<file path="src/rtl/csr_access_pkg.sv">
// Shared types for the CSR access sequencer: operation encoding, FSM states
// and the error-counter geometry.
package csr_access_pkg;

    typedef enum logic [1:0] {
        OP_READ  = 2'd0,
        OP_WRITE = 2'd1,
        OP_SET   = 2'd2,
        OP_CLEAR = 2'd3
    } csr_op_e;

    typedef enum logic [1:0] {
        ST_IDLE = 2'd0,
        ST_EXEC = 2'd1,
        ST_RESP = 2'd2
    } csr_state_e;

    localparam int unsigned ErrCntW = 8;
    localparam logic [ErrCntW-1:0] ErrCntMax = '1;

endpackage

</file>
<file path="src/rtl/csr_err_sat_cnt.sv">
// Saturating counter of errored CSR accesses; sticks at its maximum value
// instead of wrapping.
module csr_err_sat_cnt
    import csr_access_pkg::*;
(
    input  logic               clk_i,
    input  logic               rst_ni,
    input  logic               inc_i,
    output logic [ErrCntW-1:0] count_o
);

    logic [ErrCntW-1:0] cnt_d;
    logic [ErrCntW-1:0] cnt_q;

    always_comb begin
        cnt_d = cnt_q;
        if (inc_i && (cnt_q != ErrCntMax)) begin
            cnt_d = cnt_q + 1'b1;
        end
    end

    always_ff @(posedge clk_i or negedge rst_ni) begin
        if (!rst_ni) begin
            cnt_q <= '0;
        end else begin
            cnt_q <= cnt_d;
        end
    end

    assign count_o = cnt_q;

endmodule

</file>
<file path="src/rtl/csr_access_seq.sv">
// Sequences one read-modify-write access at a time against a shadowed CSR
// primitive and returns the pre-access value with an integrity error flag.
module csr_access_seq
    import csr_access_pkg::*;
#(
    parameter int unsigned      Width  = 32,
    parameter logic [Width-1:0] WrMask = '1
) (
    input  logic             clk_i,
    input  logic             rst_ni,
    input  logic             req_valid_i,
    output logic             req_ready_o,
    input  logic [1:0]       req_op_i,
    input  logic [Width-1:0] req_wdata_i,
    output logic             rsp_valid_o,
    input  logic             rsp_ready_i,
    output logic [Width-1:0] rsp_rdata_o,
    output logic             rsp_error_o,
    input  logic [Width-1:0] csr_rd_data_i,
    input  logic             csr_rd_error_i,
    output logic [Width-1:0] csr_wr_data_o,
    output logic             csr_wr_en_o,
    output logic [7:0]       err_count_o
);

    // Handshakes: a transfer happens on a rising edge where valid and ready
    // are both high; a raised valid and its payload stay put until that edge.
    csr_state_e       state_d, state_q;
    csr_op_e          op_d, op_q;
    logic [Width-1:0] wdata_d, wdata_q;
    logic [Width-1:0] old_d, old_q;
    logic             err_d, err_q;

    logic [Width-1:0] new_val;
    logic [Width-1:0] final_val;
    logic             wr_en;
    logic [Width-1:0] wr_data;
    logic             err_inc;

    always_comb begin
        state_d = state_q;
        op_d    = op_q;
        wdata_d = wdata_q;
        old_d   = old_q;
        err_d   = err_q;
        wr_en   = 1'b0;
        wr_data = '0;
        err_inc = 1'b0;

        unique case (op_q)
            OP_WRITE: new_val = wdata_q;
            OP_SET:   new_val = csr_rd_data_i | wdata_q;
            OP_CLEAR: new_val = csr_rd_data_i & ~wdata_q;
            default:  new_val = csr_rd_data_i;
        endcase
        // Read-only bits always keep the value the primitive currently holds.
        final_val = (csr_rd_data_i & ~WrMask) | (new_val & WrMask);

        unique case (state_q)
            ST_IDLE: begin
                if (req_valid_i) begin
                    op_d    = csr_op_e'(req_op_i);
                    wdata_d = req_wdata_i;
                    state_d = ST_EXEC;
                end
            end
            ST_EXEC: begin
                old_d   = csr_rd_data_i;
                err_d   = csr_rd_error_i;
                err_inc = csr_rd_error_i;
                wr_data = final_val;
                wr_en   = !csr_rd_error_i &&
                          ((op_q == OP_WRITE) ||
                           (((op_q == OP_SET) || (op_q == OP_CLEAR)) && (wdata_q != '0)));
                state_d = ST_RESP;
            end
            ST_RESP: begin
                if (rsp_ready_i) begin
                    state_d = ST_IDLE;
                end
            end
            default: state_d = ST_IDLE;
        endcase
    end

    always_ff @(posedge clk_i or negedge rst_ni) begin
        if (!rst_ni) begin
            state_q <= ST_IDLE;
            op_q    <= OP_READ;
            wdata_q <= '0;
            old_q   <= '0;
            err_q   <= 1'b0;
        end else begin
            state_q <= state_d;
            op_q    <= op_d;
            wdata_q <= wdata_d;
            old_q   <= old_d;
            err_q   <= err_d;
        end
    end

    csr_err_sat_cnt u_err_cnt (
        .clk_i   (clk_i),
        .rst_ni  (rst_ni),
        .inc_i   (err_inc),
        .count_o (err_count_o)
    );

    assign req_ready_o   = (state_q == ST_IDLE);
    assign rsp_valid_o   = (state_q == ST_RESP);
    assign rsp_rdata_o   = (state_q == ST_RESP) ? old_q : '0;
    assign rsp_error_o   = (state_q == ST_RESP) ? err_q : 1'b0;
    assign csr_wr_en_o   = wr_en;
    assign csr_wr_data_o = wr_data;

    a_known_ctrl: assert property (@(posedge clk_i) disable iff (!rst_ni)
        !$isunknown({csr_wr_en_o, req_ready_o}));

endmodule

</file>
<file path="config.mk">
export PLATFORM = sky130hd
export DESIGN_NAME = csr_access_seq
export DESIGN_NICKNAME = d
export VERILOG_FILES = /design/src/rtl/csr_access_pkg.sv /design/src/rtl/csr_err_sat_cnt.sv /design/src/rtl/csr_access_seq.sv
export SDC_FILE = /design/constraint.sdc
export NUM_CORES = 1
export LEC_CHECK = 0
export ABC_AREA = 1
export BUFFER_PORTS_ARGS = -buffer_cell sky130_fd_sc_hd__buf_2
export CELL_PAD_IN_SITES_DETAIL_PLACEMENT = 1
export CELL_PAD_IN_SITES_GLOBAL_PLACEMENT = 1
export CORE_MARGIN = 3
export CORE_UTILIZATION = 31
export DETAILED_ROUTE_END_ITERATION = 10
export PLACE_DENSITY = 0.85
export REMOVE_ABC_BUFFERS = 1
export SLEW_MARGIN = 20
export SYNTH_ARGS = -nofsm -noshare
export SYNTH_HDL_FRONTEND = slang
export SYNTH_SLANG_ARGS = --single-unit
export TNS_END_PERCENT = 20
</file>
<file path="constraint.sdc">
create_clock -name clk_i -period 1.32 [get_ports clk_i]
set_input_delay 0.264 -clock clk_i [delete_from_list [all_inputs] [get_ports clk_i]]
set_output_delay 0.264 -clock clk_i [all_outputs]
set_load 0.01 [all_outputs]
</file>
### Yosys cells after proc, flatten, opt, wreduce, memory -nomap -nowiden

Index checks and enable logic that the tools add are counted.

| operators by class | value |
|---|---|
| add/sub/neg operators | 1 |
| equal/unequal tests | 8 |
| multiplexer cells | 9 |
| bitwise logic cells | 3 |
| reductions and logical operators | 10 |

Operators by type and width:

| operator | number |
|---|---|
| one-hot mux 32 bit (3 select lines) | 1 |
| 2-to-1 mux 32 bit | 2 |
| AND 32 bit | 1 |
| inverter 32 bit | 1 |
| bitwise OR 32 bit | 1 |
| nonzero test 32 bit | 1 |
| adder 8 x 1 -> 8 bit (second input constant) | 1 |
| inequality test 8 bit (second input constant) | 1 |
| equality test 2 bit (second input constant) | 3 |
| one-hot mux 2 bit (3 select lines) | 1 |
| equality test 2 x 1 -> 1 bit (second input constant) | 2 |
| 2-to-1 mux 2 bit | 2 |
| AND reduction 2 bit | 2 |
| logical AND 1 bit | 3 |
| 2-to-1 mux 1 bit | 3 |
| zero test 2 bit | 1 |
| logical OR 1 bit | 2 |
| inequality test 2 x 1 -> 1 bit (second input constant) | 1 |
| inequality test 2 bit (second input constant) | 1 |
| zero test 1 bit | 1 |

| word-level totals | value |
|---|---|
| register bits after elaboration | 77 |
| bits of input ports | 71 |
| output and inout bits | 76 |
| logic and storage cells | 37 |

### Logic depth before layout (Yosys ltp)

Gate-level depths: netlist of run 1.

| depth | value |
|---|---|
| depth in word-level cells | 6 |
| depth in mapped cells | 9 |
| mapped depth without buffers | 9 |

### By module

A second synthesis of run 1 with hierarchy kept.

| unflattened totals | value |
|---|---|
| cell total of the unflattened synthesis | 566 |
| area, all modules | 4040.1 sq um |

By module, submodules not included:

| module | times used | cells each | area each (sq um) | sequential area each (sq um) |
|---|---|---|---|---|
| csr_access_seq | 1 | 503 | 3557.2 | 1726.7 |
| csr_err_sat_cnt | 1 | 63 | 483.0 | 200.2 |

### Least setup slack after synthesis of run 1

Ideal clock, no wire load.

| timing | value |
|---|---|
| kind | reg2out |
| start | register state_q[0] |
| end | output rsp_rdata_o[10] |
| arrival time | 1167 ps |
| data required time | 1056 ps |
| slack | -111 ps |
| stages on the path, launching flop included | 5 |
| path buffers | 1 |
| path through | dfrtp_1 nor2_1 clkinv_1 buf_2 nor2_1 |

| between the ends | value |
|---|---|
| longest elaborated chain between the ends | 2 |

Ends and longest elaborated chain:

| element | line | RTL |
|---|---|---|
| start, declared | csr_access_seq.sv:28 | `csr_state_e state_d, state_q;` |
| start signal, assigned | csr_access_seq.sv:94 | `state_q <= state_d;` |
| equality test 2 bit | n/a |  |
| net rsp_valid_o | csr_access_seq.sv:15 | `output logic rsp_valid_o,` |
| 2-to-1 mux 32 bit | csr_access_seq.sv:111 | `assign rsp_rdata_o = (state_q == ST_RESP) ? old_q : '0;` |
| end, declared | csr_access_seq.sv:17 | `output logic [Width-1:0] rsp_rdata_o,` |

The timed path passes the listed nets, and every way through them passes these cells.

### Final worst setup path of run 1

| timing | value |
|---|---|
| start | register op_q[1] |
| end | output csr_wr_data_o[22] |

| between the ends | value |
|---|---|
| longest elaborated chain between the ends | 3 |
| elaborated cells on any way between the ends | 5 |
| classes of those cells | eq/ne: 3; mux: 2 |

Ends and longest elaborated chain:

| element | line | RTL |
|---|---|---|
| start, declared | csr_access_seq.sv:29 | `csr_op_e op_d, op_q;` |
| start signal, assigned | csr_access_seq.sv:95 | `op_q <= op_d;` |
| equality test 2 bit or equality test 2 x 1 -> 1 bit (tied branches) | csr_access_seq.sv:50 | `unique case (op_q)` |
| one-hot mux 32 bit (3 select lines) * | csr_access_seq.sv:50 |  |
| 2-to-1 mux 32 bit * | csr_access_seq.sv:59 | `unique case (state_q)` |
| end, declared | csr_access_seq.sv:21 | `output logic [Width-1:0] csr_wr_data_o,` |

Every way passes the cells marked *; elsewhere a longest branch is shown, timed or not.

==> impl_summary.log, run 1 <==
[metrics] register bit total from synthesis: 77
[metrics] layout cell share with drive strength beyond 1: around two fifths
[metrics] total wire length: roughly 16 mm
[metrics] wire length of the first global-routing pass: ~25 mm
[metrics] fraction of the mapped netlist area in compound gates: 12.54%
[metrics] Distinct cells, synth: 26
[metrics] source-to-sink clock delay at the later pin of the worst-skew pair: 0.33 ns
[metrics] Min-Delay Startpoint: req_wdata_i[26]
[metrics] clock period minus final worst setup slack: around 2 ns
[metrics] number of cells produced by synthesis: 563
[metrics] Congestion Overflow GR: 0
[metrics] number of synthesized flops with an enable pin: 0
[metrics] Avg Synthesized Cell Area: roughly 7.1 um2
[metrics] buffer and inverter count on the worst path: 3
[metrics] setup repair after global routing missed its margin: true
[metrics] worst slew slack as a fraction of its limit: between 70% and 80%
[metrics] ANT cells: 0
[metrics] first element of the critical path: op_q[1]
[metrics] count of final hold-check violations: 0
[metrics] Sink Count: 77
[metrics] crit path cell chain: xor2_4 -> buf_6 -> buf_8 -> nand2_2 -> a21oi_2 -> buf_2
[metrics] static leakage: around 3.3 nW
[metrics] remaining antenna violation count after routing: 0
[metrics] cell taking the most area after synthesis: sky130_fd_sc_hd__dfrtp_1
[metrics] share of async-settable or async-resettable flops after synthesis: 100.0%
[metrics] DIE WIDTH: 119.8 um
[metrics] synth-to-layout area growth: 54.27%
[metrics] final layout net count: between 800 and 900
[metrics] maximum count of clock buffers along a single path: 2
[metrics] placement-stage worst setup slack: -0.3249 ns
[metrics] die height: between 100 and 150 um
[metrics] crit-path max FO: 8
[metrics] final setup violating endpoints: 70
[metrics] final worst clock skew: 0.005970 ns
[metrics] drt drc: 0
[metrics] Std-Cell Rows: 40
[metrics] maximum capacitance violations: 0
[metrics] leading post-synthesis cells by cell area: sky130_fd_sc_hd__dfrtp_1 48%, sky130_fd_sc_hd__nand2_1 19%, sky130_fd_sc_hd__nor2_1 8.5%, sky130_fd_sc_hd__o21ai_0 8.4%, sky130_fd_sc_hd__inv_1 4.0%
[metrics] class of the tightest hold or removal check: primary input to flip-flop
[metrics] Netlist Area Pre-Place: roughly 4000 um2
[metrics] average vias per placed instance: about 4.8
[metrics] Setup TNS: -31.63 ns
[metrics] final HPWL from detailed placement: 10.75 mm
[metrics] post-layout total power: 16.36 mW
[metrics] Critical-path top delay cell: sky130_fd_sc_hd__dfrtp_2
[metrics] Worst VDD drop: 1.044 mV
[metrics] clock tree from TritonCTS: built
[metrics] number of primary I/O pins: 147
[metrics] final RePlAce weighted congestion: 0.7811
[metrics] CP arrival: between 1.5 and 2 ns
[metrics] arithmetic-cell share of the synthesized area counting full adders, half adders and majority gates: 0.3119%
[metrics] Vias: ~4500
[metrics] slew of the pin with the lowest slew margin: approximately 0.38 ns
[metrics] final setup margin: -0.6301 ns
[metrics] launching element type of the critical path: flip-flop
[metrics] critical path data required time: 1.06 ns
[metrics] number of buffers inserted by port buffering: roughly 150
[metrics] Highest Clock Rate: 512.8 MHz
[metrics] CP Capture Type: output port
[metrics] buffer cell driving the clock tree root: sky130_fd_sc_hd__clkbuf_16
[metrics] pin count of the biggest net entering global routing: between 50 and 60
[metrics] Final period util: 147.7%
[metrics] initial core utilization: about a third
[metrics] Most used DFF post-synth: sky130_fd_sc_hd__dfrtp_1
[metrics] Post-Synth Simple-Gate Area: 29.44%
[metrics] dominant cell by count in the synthesized netlist: sky130_fd_sc_hd__nand2_1
[metrics] drt wl/cell: roughly 17 um
[metrics] sequential share of the synthesized area: about half
[metrics] Final Max Slew Viols: 0
[metrics] number of antenna violations at the first check in global routing: 0
[metrics] Die Area: 14340 um2
[metrics] Synth Area in XOR/XNOR: 1.061%
[metrics] list of most frequent post-synthesis cells: 201 x sky130_fd_sc_hd__nand2_1, 91 x sky130_fd_sc_hd__nor2_1, 77 x sky130_fd_sc_hd__dfrtp_1
[metrics] number of search-and-repair iterations in the first detailed-routing pass: 4
[metrics] area inside the core boundary: approximately 12000 um2
[metrics] delay-heaviest family, CP: flip-flops
[metrics] count of yosys warnings during synthesis: 0
[metrics] portion of netlist area occupied by mux cells: 0%
[metrics] total track usage: around 22%
[metrics] total power density per cell area: ~2600 nW/um2
[metrics] Num CTS Buffers: 9
[metrics] main combinational cell family by area after synthesis: simple AND/OR/NAND/NOR gates
[metrics] number of design-rule violations left by the first detailed-router iteration: 207
[metrics] maximum level of the CTS H-tree: 3
[metrics] source of the worst register-to-register timing path: u_err_cnt.count_o[1]
[metrics] delay of the slowest critical-path stage: ~0.47 ns
[metrics] number of global-route vias before repair: 4989
[metrics] critical path type: flip-flop to output port
[metrics] outcome: finished with violations
[metrics] proportion of netlist area held by the largest area contributor: slightly below 50%
[metrics] failing checks: setup timing
[metrics] final core utilization: between 50% and 60%
[metrics] Worst-path clk slew: 0.06 ns
[tightest hold or removal path, delay by kind of cell]
kind                   cells  cell delay (ns)
buffers and inverters      1             0.08
and+or+nand+nor            2             0.09
[worst paths after layout]
check / endpoint / slack (ns) / depth (start not counted)
hold reg to reg: old_q[28] / 0.54 / 2
setup / recovery: csr_wr_data_o[22] / -0.63 / 6
max in group asynchronous: old_q[2] / 0.52 / 3
hold / removal: wdata_q[26] / 0.13 / 3
min in group asynchronous: u_err_cnt.count_o[7] / 0.46 / 3
setup reg to reg: u_err_cnt.count_o[5] / -0.02 / 9
[power breakdown]
group	leakage (nW)	total, mW	internal, mW	switching, mW
combinational	2.15	9.70	4.15	5.54
clock	0.152	2.60	1.62	0.984
sequential	0.955	4.06	3.45	0.614
total	3.26	16.4	9.22	7.14
[cell usage in the layout, fill, tap and decap left out, types with 3 or more instances in the layout]
cell / Yosys / routed
sky130_fd_sc_hd__o21ai_0: 67 / 40
sky130_fd_sc_hd__a21oi_2: 0 / 25
sky130_fd_sc_hd__o21ai_2: 0 / 6
sky130_fd_sc_hd__buf_8: 0 / 3
sky130_fd_sc_hd__a21oi_1: 32 / 7
sky130_fd_sc_hd__buf_12: 0 / 9
sky130_fd_sc_hd__inv_1: 43 / 39
sky130_fd_sc_hd__dfrtp_2: 0 / 3
sky130_fd_sc_hd__nand3_1: 4 / 3
sky130_fd_sc_hd__nor2_1: 91 / 79
sky130_fd_sc_hd__dfrtp_1: 77 / 74
sky130_fd_sc_hd__nand2_2: 2 / 14
sky130_fd_sc_hd__nor2_2: 0 / 6
sky130_fd_sc_hd__buf_6: 6 / 7
sky130_fd_sc_hd__buf_4: 0 / 46
sky130_fd_sc_hd__nand2_1: 201 / 180
sky130_fd_sc_hd__nor2_4: 0 / 6
sky130_fd_sc_hd__inv_2: 3 / 5
sky130_fd_sc_hd__o21ai_1: 0 / 20
sky130_fd_sc_hd__clkbuf_8: 0 / 3
sky130_fd_sc_hd__buf_2: 11 / 144
sky130_fd_sc_hd__nand2_4: 0 / 8
sky130_fd_sc_hd__buf_16: 0 / 3
sky130_fd_sc_hd__clkbuf_16: 0 / 10
[state kept, by name (all words and copies together), names as in the netlist]
| signal | cells |
|---|---|
| op_q | 2 |
| u_err_cnt.count_o | 8 |
| wdata_q | 32 |
| err_q | 1 |
| old_q | 32 |
| state_q | 2 |
[layer usage]
metal,routed length [um],track usage (%),vias up
met5,0,0,-
met4,280,8.590,0
met3,690,2.969,22
met2,8601,40.54,128
met1,6591,26.67,2210
li1,-,-,2139
[layout make-up]
class	instances	area (um2)
fillers	1567	6123
multi-input cells	411	2064
flip-flops and latches	77	1931
repair buffers	214	1488
clock buffers	13	270.3
well taps	168	210.2
inverters	47	182.7
clock inverters	3	42.54
[kinds of logic (layout without fill, tap and decap cells)]
family | Yosys count | in the layout
AO/OA/AOI/OAI | 100 | 100
AND/OR/NAND/NOR | 306 | 306
flip-flops | 77 | 77
adder cells (fa/ha/maj) | 1 | 1
XOR/XNOR | 4 | 4
buffers and inverters | 75 | 277
[repair_timing]
item                                    4_1_cts  5_1_grt
setup buffers                                 9        3
pin swaps                                    16       26
hold buffers                                  1        0
gates cloned                                  5        1
endpoints found under the setup margin       84      132
gates resized for setup                      76       77
hold endpoints to repair                     77        0
[metrics by stage]
stage                     hold WS (ns)  instances  cell area, um2
after floorplan               -0.03159        535            3842
after global placement          0.2718        904            5313
after detailed placement        0.2832        904            5313
after CTS                       0.1193        933            6008
after global routing            0.1241        933            6188
final                           0.1332        933            6188
No activity file was read; power rests on OpenSTA's default activity.
==> inputs of run 2 (changes only) <==
--- a/config.mk
+++ b/config.mk
@@ -9,6 +9,7 @@
 export BUFFER_PORTS_ARGS = -buffer_cell sky130_fd_sc_hd__buf_2
 export CELL_PAD_IN_SITES_DETAIL_PLACEMENT = 1
 export CELL_PAD_IN_SITES_GLOBAL_PLACEMENT = 1
+export CORE_ASPECT_RATIO = 0.9
 export CORE_MARGIN = 3
 export CORE_UTILIZATION = 31
 export DETAILED_ROUTE_END_ITERATION = 10
==> run 2 against run 1 <==
- the flow still finishes with violations (setup timing)
- flip-flop and latch count unchanged
- first-iteration DRC count increased by 25%
- worst hold slack got worse by 0.016 ns
- global-route usage decreased by 1.6 points
- setup slack improved by 0.0065 ns
- die area about the same
- core utilization decreased by 2.3 points
- wire length decreased by 5.8%
- non-clock buffer count decreased by 5
- critical path type unchanged
- critical endpoint is now csr_wr_data_o[20]
- largest cell class is now sequential cells
==> impl_summary.log, run 2 (synthesis gave the netlist of run 1 again) <==
[metrics] most used cells in the layout excluding fill and tap cells: 191 x sky130_fd_sc_hd__nand2_1, 143 x sky130_fd_sc_hd__buf_2, 83 x sky130_fd_sc_hd__nor2_1
[metrics] CP arrival: 1.68 ns (about the same)
[metrics] slew of the pin with the lowest slew margin: 0.4413 ns (+0.06506 ns)
[metrics] initial core utilization: 32.45% (-0.13 points)
[metrics] ANT cells: 0 (unchanged)
[metrics] critical path data required time: 1.06 ns (about the same)
[metrics] Std-Cell Rows: 38 (-5.0%)
[metrics] buffer cell driving the clock tree root: sky130_fd_sc_hd__clkbuf_16
[metrics] Vias: 4403 (-2.1%)
[metrics] total track usage: 20.74% (-1.6 points)
[metrics] final HPWL from detailed placement: 10.71 mm (-0.46%)
[metrics] number of antenna violations at the first check in global routing: 0 (unchanged)
[metrics] Multi-input gate area: 1922 um2 (-6.9%)
[metrics] final setup margin: -0.6236 ns (+0.006474 ns)
[metrics] final worst clock skew: 0.006617 ns (+0.0006464 ns)
[metrics] maximum level of the CTS H-tree: 3 (unchanged)
[metrics] worst slew slack as a fraction of its limit: 70.58% (-4.3 points)
[metrics] final layout net count: 827 (-0.60%)
[metrics] Final Max Slew Viols: 0 (unchanged)
[metrics] number of design-rule violations left by the first detailed-router iteration: 258 (+25%)
[metrics] number of buffers inserted by port buffering: 146 (unchanged)
[metrics] drt drc: 0 (unchanged)
[metrics] number of global-route vias before repair: 4741 (-5.0%)
[metrics] delay-heaviest family, CP: flip-flops
[metrics] layout cell share with drive strength beyond 1: 36.81% (-3.8 points)
[metrics] failing checks: setup timing
[metrics] delay of the slowest critical-path stage: 0.47 ns (about the same)
[metrics] worst hold margin: 0.1167 ns (-0.01643 ns)
[metrics] total power density per cell area: 2565 nW/um2 (-3.0%)
[metrics] class of the tightest hold or removal check: primary input to flip-flop
[metrics] crit path cell chain: xor2_4 -> buf_6 -> clkbuf_16 -> nand2_1 -> a21oi_2 -> buf_2
[metrics] buffer and inverter count on the worst path: 3 (unchanged)
[metrics] CP Capture Type: output port
[metrics] drt wl/cell: 16.59 um (-4.3%)
[metrics] Critical-path top delay cell: sky130_fd_sc_hd__dfrtp_2
[metrics] die height: 113.9 um (-4.9%)
[metrics] Worst-path clk slew: 0.06 ns (about the same)
[metrics] number of search-and-repair iterations in the first detailed-routing pass: 4 (unchanged)
[metrics] Sink Count: 77 (unchanged)
[metrics] outcome: finished with violations
[metrics] Worst VDD drop: 0.8946 mV (-14%)
[metrics] number of primary I/O pins: 147 (unchanged)
[metrics] Die Area: 14340 um2 (about the same)
[metrics] final RePlAce weighted congestion: 0.7968 (+2.0%)
[metrics] count of final hold-check violations: 0 (unchanged)
[metrics] clock tree from TritonCTS: built
[metrics] area inside the core boundary: 12360 um2 (+0.41%)
[metrics] Num CTS Buffers: 9 (unchanged)
[metrics] final setup violating endpoints: 75 (+7.1%)
[metrics] final core utilization: 48.00% (-2.3 points)
[metrics] crit-path max FO: 5 (-3)
[metrics] clock period minus final worst setup slack: 1.944 ns (-0.006474 ns)
[metrics] synth-to-layout area growth: 47.91%
[metrics] Placed Area: 5328 um2 (+0.28%)
[metrics] source-to-sink clock delay at the later pin of the worst-skew pair: 0.34 ns (about the same)
[metrics] wire length of the first global-routing pass: 23.76 mm (-5.6%)
[metrics] FF/Latch Area: 1931 um2 (unchanged)
[metrics] critical path type: flip-flop to output port
[metrics] Final period util: 147.2% (-0.49 points)
[metrics] launching element type of the critical path: flip-flop
[metrics] setup repair after global routing missed its margin: true
[metrics] most common cell after layout, fill and taps aside: sky130_fd_sc_hd__nand2_1
[metrics] DIE WIDTH: 125.9 um (+5.1%)
[metrics] average vias per placed instance: 4.796 (-0.53%)
[metrics] pin count of the biggest net entering global routing: 78 (+50%)
[metrics] static leakage: 3.178 nW (-2.5%)
[metrics] maximum count of clock buffers along a single path: 2 (unchanged)
[metrics] Congestion Overflow GR: 0 (unchanged)
[metrics] Fillers: 1616 (+3.1%)
[metrics] remaining antenna violation count after routing: 0 (unchanged)
[metrics] post-layout total power: 15.22 mW (-7.0%)
[metrics] final non-filler cell area: 5933 um2 (-4.1%)
[metrics] total wire length: 15.23 mm (-5.8%)
[metrics] maximum capacitance violations: 0 (unchanged)
[metrics] Highest Clock Rate: 514.5 MHz (+0.33%)
-- run 2: changes by cell type in the layout (fill, tap and decap cells not counted), moves of 2 or more --
cell / change
sky130_fd_sc_hd__buf_16: -3
sky130_fd_sc_hd__nand2_4: -4
sky130_fd_sc_hd__nand2_1: +11
sky130_fd_sc_hd__nor2_4: -5
sky130_fd_sc_hd__a21oi_1: -2
sky130_fd_sc_hd__buf_4: -2
sky130_fd_sc_hd__clkbuf_8: -2
sky130_fd_sc_hd__nand2_2: -6
sky130_fd_sc_hd__nor2_1: +4
sky130_fd_sc_hd__o21ai_2: -6
sky130_fd_sc_hd__inv_1: +2
sky130_fd_sc_hd__a21oi_2: +2
sky130_fd_sc_hd__o21ai_0: +8
-- run 2: final cells by class --
| type | count | share of cell area [%] |
|---|---|---|
| Sequential cell | 77 | 32.54 |
| Tap cell | 160 | 3.374 |
| Clock buffer | 12 | 4.154 |
| Timing Repair Buffer | 209 | 23.91 |
| Multi-Input combinational cell | 411 | 32.39 |
| Clock inverter | 2 | 0.5905 |
| Inverter | 47 | 3.037 |
-- run 2: power by group --
part           total [mW]  internal, mW  switching (mW)
sequential           4.09          3.45           0.645
combinational        8.67          3.74            4.94
clock                2.45          1.49           0.960
-- run 2: metrics by stage --
| step | setup TNS (ns) | setup WS, ns | cells |
|---|---|---|---|
| after floorplan | -59.47 | -0.6086 | 535 |
| after global placement | -7.011 | -0.2338 | 896 |
| after detailed placement | -10.89 | -0.2739 | 896 |
| after CTS | -32.59 | -0.5839 | 912 |
| after global routing | -40.54 | -0.6839 | 918 |
| final | -33.63 | -0.6236 | 918 |
-- run 2: timing repair --
action	in CTS	in global routing
endpoints found under the hold margin	77	0
setup buffers	1	3
pin swaps	1	14
hold buffers	1	0
gates resized for setup	31	56
cloned	0	3
endpoints found under the setup margin	79	146
-- run 2: worst reg2reg max path, cell delays in order (launching register included) --
cell and delay, ns:
sky130_fd_sc_hd__dfrtp_1 0.40, sky130_fd_sc_hd__ha_1 0.21, sky130_fd_sc_hd__inv_1 0.09, sky130_fd_sc_hd__nor2_2 0.06, sky130_fd_sc_hd__nand2_1 0.08, sky130_fd_sc_hd__nand2_2 0.09
sky130_fd_sc_hd__inv_2 0.15, sky130_fd_sc_hd__nand2_1 0.10, sky130_fd_sc_hd__nand2_1 0.07, sky130_fd_sc_hd__nand2_1 0.05
-- run 2: per-layer routing --
metal / up-vias / track usage [%] / routed length (um)
li1: 2121 / - / -
met5: - / 0 / 0
met3: 20 / 3.745 / 759
met1: 2147 / 26.92 / 6758
met2: 115 / 34.70 / 7439
met4: 0 / 7.863 / 269
-- run 2: path summary, 6_finish.rpt --
check / slack [ns] / endpoint / cells past startpoint / from
max in group asynchronous: 0.48 / op_q[1] / 3 / rst_ni
worst min register to register: 0.54 / old_q[26] / 2 / old_q[26]
worst min-delay path: 0.12 / wdata_q[22] / 3 / req_wdata_i[22]
worst max register to register: -0.10 / u_err_cnt.count_o[5] / 9 / u_err_cnt.count_o[1]
min in group asynchronous: 0.48 / old_q[12] / 3 / rst_ni
worst max-delay path: -0.62 / csr_wr_data_o[20] / 6 / op_q[1]
